### src/rtl/arbitro_rr16.sv
// 16-way round-robin arbiter: highest-index priority encoder with a rotating mask.
// Optional hold timeout under `ARB_TIMEOUT_EN`.
module arbitro_rr16 #(
  parameter int N        = 16,
  parameter int IDX_W    = 4,
  parameter int MAX_HOLD = 15
) (
  input  logic             clk,
  input  logic             rst_n,
  input  logic [N-1:0]     req,
  input  logic             done,
  output logic [N-1:0]     grant,
  output logic [IDX_W-1:0] grant_idx,
  output logic             grant_valid,
  output logic             timeout
);

  if (N != (1 << IDX_W) || MAX_HOLD < 1) begin : g_cfg_bad
    $error("arbitro_rr16: N must equal 2**IDX_W and MAX_HOLD must be >= 1");
  end

  typedef enum logic {S_IDLE, S_GRANT} state_t;

  state_t           r_state, w_state_nxt;
  logic [IDX_W-1:0] r_ptr, w_ptr_nxt;
  logic [N-1:0]     w_mask, w_masked, w_cand, w_grant_nxt;
  logic [IDX_W-1:0] w_win, w_idx_nxt;
  logic             w_vld_nxt, w_release, w_force;

  // Mask keeps only requesters strictly below the last granted index.
  for (genvar gi = 0; gi < N; gi++) begin : g_lane
    assign w_mask[gi] = (IDX_W'(gi) < r_ptr);
  end

  assign w_masked  = req & w_mask;
  assign w_cand    = (|w_masked) ? w_masked : req;
  assign w_release = done | ~req[grant_idx];

  always_comb begin
    w_win = '0;
    for (int i = 0; i < N; i++)
      if (w_cand[i]) w_win = IDX_W'(i);
  end

`ifdef ARB_TIMEOUT_EN
  localparam int CNT_W = $clog2(MAX_HOLD + 1);
  logic [CNT_W-1:0] r_hold;
  logic             r_timeout;

  // Forced release fires on the edge where the counter would reach MAX_HOLD.
  assign w_force = (r_state == S_GRANT) && !w_release &&
                   (r_hold == CNT_W'(MAX_HOLD - 1));

  always_ff @(posedge clk or negedge rst_n) begin
    if (!rst_n) begin
      r_hold    <= '0;
      r_timeout <= 1'b0;
    end else begin
      r_timeout <= w_force;
      if (r_state == S_IDLE) r_hold <= '0;
      else                   r_hold <= r_hold + 1'b1;
    end
  end

  assign timeout = r_timeout;
`else
  assign w_force = 1'b0;
  assign timeout = 1'b0;
`endif

  always_ff @(posedge clk or negedge rst_n) begin
    if (!rst_n) begin
      r_state     <= S_IDLE;
      r_ptr       <= '0;
      grant       <= '0;
      grant_idx   <= '0;
      grant_valid <= 1'b0;
    end else begin
      r_state     <= w_state_nxt;
      r_ptr       <= w_ptr_nxt;
      grant       <= w_grant_nxt;
      grant_idx   <= w_idx_nxt;
      grant_valid <= w_vld_nxt;
    end
  end

  always_comb begin
    w_state_nxt = r_state;
    case (r_state)
      S_IDLE:  if (|req)                w_state_nxt = S_GRANT;
      S_GRANT: if (w_release | w_force) w_state_nxt = S_IDLE;
      default:                          w_state_nxt = S_IDLE;
    endcase
  end

  always_comb begin
    w_grant_nxt = grant;
    w_idx_nxt   = grant_idx;
    w_vld_nxt   = grant_valid;
    w_ptr_nxt   = r_ptr;
    case (r_state)
      S_IDLE: if (|req) begin
        w_grant_nxt = N'(1) << w_win;
        w_idx_nxt   = w_win;
        w_vld_nxt   = 1'b1;
      end
      S_GRANT: if (w_release | w_force) begin
        w_grant_nxt = '0;
        w_vld_nxt   = 1'b0;
        w_ptr_nxt   = grant_idx;
      end
      default: begin
        w_grant_nxt = '0;
        w_vld_nxt   = 1'b0;
      end
    endcase
  end

endmodule

### config.mk
export PLATFORM = sky130hd
export DESIGN_NAME = arbitro_rr16
export DESIGN_NICKNAME = d
export VERILOG_FILES = /design/src/rtl/arbitro_rr16.sv
export SDC_FILE = /design/constraint.sdc
export NUM_CORES = 1
export LEC_CHECK = 0
export ABC_AREA = 1
export CAP_MARGIN = 20
export CORE_ASPECT_RATIO = 1.4
export CORE_MARGIN = 5
export CORE_UTILIZATION = 45
export DETAILED_ROUTE_END_ITERATION = 16
export PLACE_DENSITY = 0.76
export SYNTH_ARGS = -nofsm -noshare
export SYNTH_HDL_FRONTEND = slang
export SYNTH_SLANG_ARGS = --single-unit
export TNS_END_PERCENT = 10
### constraint.sdc
create_clock -name clk -period 2.3 [get_ports clk]
set_clock_uncertainty 0.1 [all_clocks]
set_input_delay 0.345 -clock clk [delete_from_list [all_inputs] [get_ports clk]]
set_output_delay 0.345 -clock clk [all_outputs]
set_load 0.02 [all_outputs]
==> run_results.csv, run 1 <==
group,metric,value,unit
routing,dr.pass1.iters,4,
yosys,synth-edff-count,0,
power,powerDensity,1590,mW/mm^2
layout,num_antenna_cells,0,
timing,fmax,384,MHz
layout,nets,381,
routing,viasPerCell,5.00,
floorplan,ios,41,
timing,finalSetupViolCount,19,
routing,wl_per_cell,15.1,um
yosys,yosysMostFrequentCell,"nand2_1",
yosys,synth-seq-cells,26,
yosys,ys_warn_count,0,
outcome,violations,"negative setup slack",
clock_network,cts_tree,"done",
placement,io_buffers,39,
yosys,ys_types,31,
setup_path,worst_ep_arrival_time,2.67,ns
clock_network,numCtsBuffers,3,
layout,drive_gt1_share,28.0,%
global_route,grt_util_all_layers,23.6,%
routing,vias,2022,
timing,hold_viol_final,0,
timing,fin_crit,2.60,ns
routing,drc,0,
outcome,outcome,"finished, violations left",
yosys,netlist.area_leader.share,36.8,%
layout,layout.cells.non_filler,404,
placement,hpwl,4.83,mm
timing,fin_crit_sh,113,%
yosys,synth_nets,282,
yosys,ys_seq_area_share,36.8,%
floorplan,dieArea,0.00530,mm^2
setup_path,cp-start-kind,"flip-flop",
clock_network,clkLatencyLatePin,0.28,ns
routing,wl,6.10,mm
clock_network,clock_sinks,26,
yosys,yosysTopAreaCell,"dfrtp_1",
layout,area_growth,55.2,%
yosys,synth.avg_cell_area,6.73,um^2
clock_network,clkTransAtPathRegs,0.09,ns
yosys,ys_top_cells_by_area,"dfrtp_1, nand2_1, inv_1",
layout,fin_area,0.00275,mm^2
setup_path,cp-end-kind,"flip-flop",
floorplan,coreArea,0.00388,mm^2
power,p_leak,1.39,nW
routing,ant_nets,0,
timing,worst_slack,-0.303,ns
setup_path,worstPathRequired,2.37,ns
placement,postPlaceCellArea,0.00262,mm^2
yosys,async_flop_share,100,%
clock_network,clk_path_buf_depth,2,
routing,drt-initial-drc-count,124,
placement,post-place-cells,396,
global_route,grt_first_pass_wirelength,9.96,mm
yosys,synth_cells,263,
setup_path,critPathKind,"flip-flop to flip-flop",
global_route,antenna_found_initial,0,
floorplan,fp.dieH,84.2,um
hold_path,hold_path.class,"primary input to async pin",
global_route,grt_overflow,0,
clock_network,cts_max_level,1,
yosys,synth_area,0.00177,mm^2
global_route,grt_max_degree,27,
floorplan,die_w,63.0,um
timing,whs,0.336,ns
placement,routabilityCongestion,0.979,
layout,final_core_util,70.7,%
timing,rsz0062_at_grt,"yes",
timing,slew_violations,0,
clock_network,root_buffer,"clkbuf_8",
yosys,ys.flop_type,"dfrtp_1",
job,drv_cap,0,
power,vdd.ir_drop.worst,0.00133,V
setup_path,crit_fanout,8,
global_route,grt_pass1_vias,2085,
floorplan,floorplan.initialDensity,45.5,%
floorplan,row_count,27,
yosys,synth_common_cells,"nand2_1, inv_1, dfrtp_1",
[worst max-delay path, stage by stage, from the launching register on]
cell and delay, ns:
dfrtp_2 0.49, nor2_4 0.19, buf_6 0.12, nor2_2 0.04, a21oi_2 0.12, nand2_2 0.09
nor2_4 0.11, nand2_4 0.10, nand2_2 0.08, nand2_2 0.05, nand2_1 0.05, nand2_1 0.06
nand2_1 0.06, nand2_1 0.05, nand2_1 0.05, nand2_1 0.04, nand2_1 0.06, nand2_1 0.05
nand2_1 0.05, nand2_1 0.06, nand2_2 0.08, nand2_2 0.06, buf_4 0.14, nand3_1 0.12
o21ai_1 0.08
[cell families after synthesis]
family,after synthesis,share of synthesized area [%]
other,1,0.212
and+or+nand+nor,135,34.0
buffers and inverters,46,11.0
AOI/OAI and AO/OA,55,18.0
DFF,26,36.8
[layout make-up]
class	instances	area (um^2)
Clock buffer	4	55.1
Fill cell	321	1140
Inverter	41	159
Multi-Input combinational cell	191	951
Sequential cell	26	654
Tap cell	43	53.8
Timing Repair Buffer	99	873
[state kept, by name (all words and copies together), names as in the netlist]
register / flops
grant: 16
grant_idx: 4
r_ptr: 4
grant_valid: 1
r_state: 1
[stage by stage]
stage / total power, mW / worst slack (ns) / TNS [ns]
after floorplan: 2.48 / 0.0630 / 0
after CTS: 4.28 / -0.286 / -4.51
after global placement: 3.78 / -0.466 / -8.02
after global routing: 4.72 / -0.580 / -9.36
after detailed placement: 3.81 / -0.468 / -7.94
final: 4.37 / -0.303 / -4.74
[routing by layer]
layer	GRT usage, %	vias to the layer above	part of all wire, %	wire (um)
met5	0	-	0	0
met4	14.7	0	5.1	314
li1	-	1042	-	-
met3	3.08	21	4.2	258
met2	42.7	74	52	3170
met1	25.2	885	39	2350
[cells in the final DEF, fill, tap and decap left out, drive strengths merged, types with 4 or more instances in the layout]
| cell type | instances |
|---|---|
| nand2 | 89 |
| buf | 60 |
| inv | 40 |
| clkdlybuf4s50 | 39 |
| o21ai | 33 |
| dfrtp | 26 |
| nor2 | 20 |
| a21oi | 14 |
| nand3 | 13 |
| nand4 | 7 |
| nor4 | 4 |
| o21bai | 4 |
| clkbuf | 4 |
[report_power, final]
| part | total (mW) | internal, mW | leakage, nW | switching, mW |
|---|---|---|---|---|
| registers | 0.851 | 0.658 | 0.339 | 0.193 |
| clock network | 0.300 | 0.154 | 0.0288 | 0.146 |
| logic | 3.22 | 1.43 | 1.02 | 1.79 |
[what timing repair did]
action / in CTS / in global routing
hold endpoints to repair: 0 / 0
resized for setup: 10 / 4
hold buffers: 0 / 0
endpoints found under the setup margin: 19 / 19
buffers inserted: 4 / 0
pin swaps: 6 / 2
[final timing paths]
| path | from | slack (ns) | cells past startpoint | end |
|---|---|---|---|---|
| max | r_ptr[3]$_DFFE_PN0P_ | -0.30 | 24 | grant[1]$_DFFE_PN0P_ |
| min | rst_n | 0.34 | 2 | grant[11]$_DFFE_PN0P_ |
| max reg2reg | r_ptr[3]$_DFFE_PN0P_ | -0.30 | 24 | grant[1]$_DFFE_PN0P_ |
| min reg2reg | grant_valid$_DFFE_PN0P_ | 0.39 | 2 | grant_valid$_DFFE_PN0P_ |
| max in group asynchronous | rst_n | 1.48 | 2 | r_ptr[1]$_DFFE_PN0P_ |
| min in group clk | grant_valid$_DFFE_PN0P_ | 0.39 | 2 | grant_valid$_DFFE_PN0P_ |
Note: power is estimated with default switching activity, not from simulation.
==> run 2, diff against run 1 <==
Settings changed: DONT_BUFFER_PORTS set to 1, PLACE_DENSITY 0.76 to unset, SLEW_MARGIN set to 10.
Clock period 2.3 ns to 2.1 ns, I/O delays scaled along.
==> run 2 against run 1 <==
Effect of this change:
- the run still ends with negative setup slack left
- first-iteration DRC count shrank 8.9%
- final cell count shrank 12%
- setup slack worse by 0.16 ns
- cell area shrank 14%
- non-clock buffer count decreased by 48
- combinational power decreased by 6%
- largest cell class unchanged
- highest routed layer unchanged
==> run_results.csv, run 2 (same netlist as run 1, synthesis figures left out) <==
group,metric,value,unit
timing,rsz0062_at_grt,"yes",
routing,vias,1920,
global_route,grt_max_degree,27,
timing,fmax,390,MHz
floorplan,fp.dieH,84.2,um
clock_network,clkLatencyLatePin,0.27,ns
hold_path,hold_path.class,"primary input to flip-flop",
global_route,grtUsageMet3,5.76,%
setup_path,r2r-start,"r_ptr[2]$_DFFE_PN0P_",
routing,wl_per_cell,15.5,um
timing,worst_slack,-0.464,ns
timing,fin_crit_sh,122,%
layout,final_common_cell,"nand2_1",
clock_network,root_buffer,"clkbuf_8",
global_route,grt_pass1_vias,1882,
outcome,outcome,"finished, violations left",
timing,hold_viol_final,0,
layout,largest_reg_flops,16,
layout,drive_gt1_share,33.5,%
power,powerDensity,1920,mW/mm^2
layout,regArea,654,um^2
clock_network,cts_max_level,1,
floorplan,die_w,63.0,um
clock_network,cts_tree,"done",
timing,finalSetupViolCount,19,
setup_path,cp-end-kind,"flip-flop",
layout,final_cell_mix,"nand2_1, buf_4, inv_1",
job,drv_cap,0,
routing,wl,5.52,mm
global_route,grt_overflow,0,
setup_path,worst_ep_arrival_time,2.66,ns
timing,slew_violations,0,
routing,viasPerCell,5.39,
hold_path,holdPathEnd,"r_state$_DFF_PN0_",
global_route,use_met2,38.2,%
global_route,grt_first_pass_wirelength,8.80,mm
hold_path,whs_path_depth,2,
global_route,grt_use_met1,20.6,%
clock_network,numCtsBuffers,3,
layout,fillers,374,
layout,layout.cells.non_filler,356,
timing,fin_crit,2.56,ns
setup_path,worstPathRequired,2.20,ns
setup_path,crit_fanout,7,
outcome,violations,"negative setup slack",
placement,routabilityCongestion,0.954,
power,vdd.ir_drop.worst,0.00122,V
setup_path,worst_r2r_path_depth,24,
placement,post-place-cells,338,
layout,top_regs,"grant x16, grant_idx x4, r_ptr x4",
clock_network,clkTransAtPathRegs,0.09,ns
power,p_leak,1.22,nW
layout,nets,333,
floorplan,coreArea,0.00388,mm^2
routing,ant_nets,0,
global_route,grt_busiest_layer,"met2",
clock_network,clock_sinks,26,
floorplan,row_count,27,
setup_path,cp-start-kind,"flip-flop",
layout,top_register,"grant",
layout,multi_input_area,0.00102,mm^2
placement,io_buffers,0,
routing,drt-initial-drc-count,113,
floorplan,ios,41,
clock_network,clk_path_buf_depth,2,
setup_path,ff2ff_setup_slack,-0.46,ns
floorplan,floorplan.initialDensity,45.5,%
layout,num_antenna_cells,0,
setup_path,critPathKind,"flip-flop to flip-flop",
global_route,antenna_found_initial,0,
floorplan,dieArea,0.00530,mm^2
routing,drc,0,
setup_path,timing.rr.end,"grant[14]$_DFFE_PN0P_",
hold_path,hold_start,"done",
layout,final_core_util,60.9,%
power,total_power,4.55,mW
placement,hpwl,4.26,mm
layout,area_growth,33.7,%
routing,dr.pass1.iters,5,
global_route,grt_util_all_layers,20.5,%
run 2: cell type report:
type                            count  share of cell area (%)
Clock buffer                        3                    1.75
Clock inverter                      1                    1.27
Inverter                           41                    6.61
Multi-Input combinational cell    191                    43.1
Sequential cell                    26                    27.7
Tap cell                           43                    2.28
Timing Repair Buffer               51                    17.3
run 2: report_power, final:
part	internal, mW	switching, mW
combinational	1.29	1.75
sequential	0.720	0.385
clock	0.255	0.155
run 2: critical path: stages (launching register included):
cell      delay (ns)
dfrtp_2         0.50
buf_6           0.13
nand2_1         0.05
inv_2           0.06
nand2_2         0.07
a21oi_2         0.20
nor2_4          0.06
nand2_4         0.09
buf_4           0.11
nand2_1         0.04
nand2_1         0.07
nand2_1         0.05
nand2_1         0.05
nand2_1         0.04
nand2_1         0.05
nand2_1         0.04
nand2_1         0.05
nand2_1         0.04
nand2_1         0.07
nand2_2         0.06
nand2_2         0.09
nand2_4         0.07
nand2_4         0.09
nand4_1         0.13
o21bai_1        0.17
run 2: worst max-delay path by stage:
stage	startpoint	endpoint	depth (start not counted)
after CTS	r_ptr[2]$_DFFE_PN0P_	grant[14]$_DFFE_PN0P_	23
after global placement	r_ptr[3]$_DFFE_PN0P_	grant[14]$_DFFE_PN0P_	25
after floorplan	r_ptr[3]$_DFFE_PN0P_	grant_idx[0]$_DFFE_PN0P_	27
after detailed placement	r_ptr[3]$_DFFE_PN0P_	grant[14]$_DFFE_PN0P_	25
after global routing	r_ptr[2]$_DFFE_PN0P_	grant[10]$_DFFE_PN0P_	24
final	r_ptr[2]$_DFFE_PN0P_	grant[14]$_DFFE_PN0P_	24
run 2: layer usage:
layer / routed length [um] / vias to the layer above
li1: - / 946
met1: 1880 / 853
met2: 2910 / 92
met3: 455 / 29
met4: 274 / 0
met5: 0 / -
run 2: timing repair:
| action | 4_1_cts | 5_1_grt |
|---|---|---|
| setup buffers | 6 | 6 |
| setup endpoints to repair | 19 | 20 |
| hold buffers | 2 | 0 |
| pin swaps | 6 | 12 |
| resized for setup | 12 | 25 |
| hold endpoints to repair | 26 | 0 |
run 2: per-stage QoR:
step | instance area (um^2) | setup TNS [ns] | hold WS (ns) | setup WS (ns)
2_1_floorplan | 1770 | -1.98 | -0.0806 | -0.135
3_3_place_gp | 2060 | -8.36 | -0.0800 | -0.518
3_5_place_dp | 2060 | -8.87 | -0.0800 | -0.542
4_1_cts | 2230 | -7.12 | 0.159 | -0.466
5_1_grt | 2360 | -11.39 | 0.183 | -0.693
6_report | 2360 | -7.36 | 0.159 | -0.464
